--- config.mk ---
export PLATFORM = sky130hd
export DESIGN_NAME = stream_to_array
export DESIGN_NICKNAME = d
export VERILOG_FILES = /design/src/rtl/stream_to_array.sv
export SDC_FILE = /design/constraint.sdc
export NUM_CORES = 1
export LEC_CHECK = 0
export CORE_MARGIN = 2
export CORE_UTILIZATION = 65
export CTS_CLUSTER_DIAMETER = 150
export DETAILED_ROUTE_END_ITERATION = 8
export DONT_BUFFER_PORTS = 1
export PLACE_DENSITY = 0.84
export SYNTH_ARGS = -nofsm -noshare
export SYNTH_HDL_FRONTEND = slang
export SYNTH_SLANG_ARGS = --single-unit
--- constraint.sdc ---
create_clock -name clk -period 3.65 [get_ports clk]
set_clock_uncertainty 0.1 [all_clocks]
set_input_delay 0.73 -clock clk [delete_from_list [all_inputs] [get_ports clk]]
set_output_delay 0.73 -clock clk [all_outputs]
set_load 0.05 [all_outputs]
--- src/rtl/stream_to_array.sv ---
// stream_to_array: fills a two-port array from a valid/ready word stream.
// Words land at addresses 0..n-1 in arrival order. A running checksum of
// the accepted words is returned on res. The start/finish handshake matches
// the array-reader kernels, so a fill can run ahead of a reader on the same
// array.
//
// Handshake: a word transfers on every rising clk edge where
// in_valid && in_ready. in_ready is high only in WRITE and does not depend
// on in_valid. The producer must hold in_data stable while in_valid is high
// and in_ready is low. The array write strobe is that same transfer
// condition, so the array captures the word on the transfer edge.
module stream_to_array #(
  parameter int ADDR_W = 10,
  parameter int DATA_W = 32
) (
  input  logic              clk,
  input  logic              rst_n,
  input  logic              start,
  output logic              finish,
  input  logic [ADDR_W-1:0] n,
  input  logic              in_valid,
  output logic              in_ready,
  input  logic [DATA_W-1:0] in_data,
  output logic [DATA_W-1:0] res,
  output logic              arr_clk,
  output logic              arr_read_en,
  output logic [ADDR_W-1:0] arr_read_addr,
  input  logic [DATA_W-1:0] arr_read_val,
  output logic              arr_write_en,
  output logic [ADDR_W-1:0] arr_write_addr,
  output logic [DATA_W-1:0] arr_write_val
);

  typedef enum logic [1:0] {
    IDLE  = 2'd0,
    WRITE = 2'd1,
    DONE  = 2'd2
  } state_t;

  localparam logic [ADDR_W-1:0] ONE = ADDR_W'(1);

  state_t            state;
  logic [ADDR_W-1:0] idx;
  logic [ADDR_W-1:0] cnt;
  logic              hs;
  logic              last;

  // The read port belongs to the reader kernels; this block only writes.
  logic unused_read_val;
  assign unused_read_val = ^arr_read_val;

  assign arr_clk       = clk;
  assign arr_read_en   = 1'b0;
  assign arr_read_addr = '0;

  // Stream acceptance and array write strobe come straight from state and
  // in_valid, so each word is written on the edge that accepts it.
  always_comb begin
    in_ready       = (state == WRITE);
    hs             = in_valid && (state == WRITE);
    last           = (idx == (cnt - ONE));
    arr_write_en   = hs;
    arr_write_addr = idx;
    arr_write_val  = in_data;
  end

  // Fill sequencing: latch n on start, count words into the array,
  // then pulse finish for one cycle.
  always_ff @(posedge clk or negedge rst_n) begin
    if (!rst_n) begin
      state  <= IDLE;
      idx    <= '0;
      cnt    <= '0;
      res    <= '0;
      finish <= 1'b0;
    end else begin
      finish <= 1'b0;
      case (state)
        IDLE: begin
          if (start) begin
            cnt <= n;
            idx <= '0;
            res <= '0;
            if (n == '0) begin
              // Empty fill: go straight to the finish pulse.
              state  <= DONE;
              finish <= 1'b1;
            end else begin
              state <= WRITE;
            end
          end
        end
        WRITE: begin
          if (hs) begin
            idx <= idx + ONE;
            res <= res + in_data;
            if (last) begin
              state  <= DONE;
              finish <= 1'b1;
            end
          end
        end
        DONE: begin
          state <= IDLE;
        end
        default: begin
          state <= IDLE;
        end
      endcase
    end
  end

endmodule

# After elaboration in Yosys (flattened, before gate mapping)
# Cells that the tools add are included.
# op_classes
reduce_logical	7
eq_ne	5
n_mux	16
add_sub_neg	3
# op_table
operator	n
$mux W32	2
$pmux W32 S2	1
$add A32 B32 Y32	1
$mux W10	2
$pmux W10 S2	1
$add A10 B1 Y10 const B	1
$eq A10 B10 Y1	1
$logic_not A10 Y1	1
$sub A10 B1 Y10 const B	1
$mux W2	4
$reduce_and A3 Y1	2
$mux W1	4
$ne A2 B1 Y1 const B	2
$pmux W2 S2	1
$eq A2 B1 Y1 const B	1
$logic_not A2 Y1	1
$ne A2 B2 Y1 const B	1
$pmux W1 S2	1
$reduce_and A2 Y1	1
$reduce_bool A2 Y1	1
$logic_and A1 B1 Y1	1
# word_totals
word_cells	36
output_inout_bits	89
reg_bits	55
in_bits	78

# Depth between registers and ports, before layout
# logic_depth
ltp_word	5
depth_mapped	10
mapped_depth_nobuf	10

==> metrics.yaml <==
vdd.ir_drop.worst_v: 0.000583
cp-start-kind: "register"
layout_commonest_cell: "nand2_1"
hold_class: "primary input to asynchronous set/reset pin"
via_per_inst: 6.12
r2r_end: "res[26]$_DFFE_PN0P_"
hpwl_um: 7230
slew_headroom_pct: 48.1
synthArstFlopShare_pct: 100
num_rows: 30
status: "finished, final reports clean"
cts.clk_slew.worst_paths_ps: 110
fin_setup_tns_ps: 0
initial_core_util_pct: 66.1
fin_crit_ps: 3110
place_area_sq_um: 4220
multi_input_area_sq_um: 2650
dp_slack_ps: 214
cts_tree: "done"
core-area_sq_um: 6720
syn_area_per_cell_sq_um: 8.28
worst-setup-path-type: "register to register"
antenna_cells: 0
overflow: 0
crit_path_end_kind: "register"
first_global_vias: 3497
cts.sinks: 55
rsz0062_at_grt: "no"
antenna_found_initial: 0
pwr_density_cell_nw_per_um2: 1030
crit_arrival_ps: 3210
routedWlPerCell_um: 16.4
numCtsBuffers: 5
syn_area_sq_um: 4440
cts_resized: 0
setup-violations-final: 0
hold_viol: 0
tightestPinTransition_ps: 778
synthDistinctLibCells: 54
ys.flop_type: "dfrtp_1"
io_buffers: 0
synth_warnings: 0
worstPathRequired_ps: 3760
vias: 3556
drc_errors: 0
seq_area_sq_um: 1380
die_w_um: 86.7
fmax_mhz: 322
slowest_delay_ps: 690
ys_seq_area_share_pct: 31.0
fill_cells: 576
grt_first_pass_wirelength_um: 15800
place.gp.congestion: 0.924
h-tree-depth: 2
drt.antenna.violating_nets: 0
drt-total-wl_um: 9540
grt_use_total_pct: 26.1
slew_viol_final: 0
path_cells: "ha_1 > a21oi_1 > nor2b_1 > a311o_1 > a211o_1 > o31ai_4 > o21ba_1 > xor2_1 > o21ai_1"
io_pins: 167
synth_edf_count: 0
min_period_over_period_pct: 85.2
dieArea_sq_um: 7510
clockBufferDepth: 2
clock_latency_ps: 320
fin_ws_ps: 542
final_layout_size_suffix_gt1_share_pct: 6.59
ys_ff_latch: 55
cp_max_fo: 5
power_leakage_nw: 2.00
maxCapViolCount: 0
grt_max_degree: 56
drtPass1Iterations: 4
drt_iter0_drc: 131
area_delta_synth_final_pct: -1.69
final_area_sq_um: 4370
dieHeight_um: 86.7
postSynthCellCount: 536
power_mw: 4.48
mostFrequentLayoutCells: "nand2_1, dfrtp_1, o21ai_0, a21oi_1, ha_1"
r2r-start: "res[2]$_DFFE_PN0P_"
cts_root_buf: "clkbuf_8"
r2r_slack_ps: 540
r2r_cells: 9
finalNetCount: 612
cp_slowest_cell: "dfrtp_1"
-- final cells by class --
type | instances | share of cell area [%]
Clock buffer | 5 | 1.58
Clock inverter | 3 | 1.06
Inverter | 9 | 0.774
Multi-Input combinational cell | 419 | 60.6
Sequential cell | 55 | 31.5
Tap cell | 80 | 2.29
Timing Repair Buffer | 10 | 2.18
-- per-stage QoR --
stage | utilization [%] | hold slack (ps) | std cells
2_1_floorplan | - | 334 | 546
3_3_place_gp | 62.8 | 336 | 572
3_5_place_dp | 62.8 | 336 | 572
4_1_cts | 65.0 | 168 | 581
5_1_grt | 65.0 | 170 | 581
6_report | 65.0 | 155 | 581
-- worst max path at each step --
stage	start	end	slack, ps	depth (start not counted)
floorplan	in_data[0]	res[26]$_DFFE_PN0P_	530	10
global placement	in_data[0]	res[26]$_DFFE_PN0P_	280	10
detailed placement	in_data[0]	res[28]$_DFFE_PN0P_	210	10
CTS	res[2]$_DFFE_PN0P_	res[28]$_DFFE_PN0P_	540	9
global route	res[2]$_DFFE_PN0P_	res[28]$_DFFE_PN0P_	400	9
finish	res[2]$_DFFE_PN0P_	res[26]$_DFFE_PN0P_	540	9
-- sequential cells by signal, indices dropped and copies added (netlist names) --
register	cells
state	2
finish	1
res	32
cnt	10
arr_write_addr	10
-- where the power goes --
group	total (mW)	leakage, nW	switching [mW]	internal, mW
registers	1.74	0.691	0.883	0.854
logic	2.31	1.25	1.37	0.945
clock network	0.431	0.0548	0.223	0.207
-- metal layers --
metal / track usage [%] / wire [um] / up-vias
met5: 0 / 0 / -
met4: 9.94 / 204 / 0
met3: 5.43 / 639 / 18
met2: 46.2 / 4730 / 119
met1: 31.1 / 3970 / 1667
li1: - / - / 1752
-- cell usage after synthesis (all sizes together), types with 2 or more instances --
cell type | number | area [sq um]
nand2 | 94 | 355
dfrtp | 55 | 1380
o21ai | 55 | 279
buf | 50 | 377
a21oi | 37 | 193
ha | 33 | 413
nor2 | 30 | 113
xor2 | 29 | 254
xnor2 | 21 | 184
a21o | 13 | 97.6
clkbuf | 13 | 48.8
nand3 | 13 | 65.1
nor3 | 11 | 60.1
inv | 9 | 33.8
nand4 | 6 | 43.8
a22o | 5 | 43.8
and3 | 5 | 31.3
a221o | 4 | 40.0
a31oi | 4 | 40.0
and2 | 4 | 27.5
nor4 | 4 | 25.0
o211ai | 4 | 30.0
o21a | 4 | 30.0
a211oi | 3 | 27.5
nand2b | 3 | 18.8
o21bai | 3 | 22.5
o22ai | 3 | 18.8
or4 | 3 | 26.3
a211o | 2 | 17.5
nand3b | 2 | 15.0
nor2b | 2 | 12.5
o31ai | 2 | 28.8
or2 | 2 | 12.5
-- worst max-delay path: cells and delay by family (launching register included) --
family | cells | cell delay [ps]
adders and majority gates | 1 | 380
DFF | 1 | 690
xor gates and xnor gates | 1 | 150
and+or+nand+nor | 1 | 80
AOI/OAI and AO/OA | 6 | 1600
-- timing repair --
item	4_1_cts	5_1_grt
hold endpoints to repair	55	0
buffers inserted	0	0
hold buffers	1	0
-- cell families after synthesis --
| logic type | Yosys count | synth area share, % |
|---|---|---|
| buf+inv | 72 | 10.3 |
| xor+xnor | 50 | 9.86 |
| other cells | 1 | 0.0844 |
| flops | 55 | 31.0 |
| compound gates | 144 | 20.6 |
| simple gates | 180 | 18.4 |
| fa+ha+maj | 34 | 9.75 |
Power figures use the tool's default switching activity.
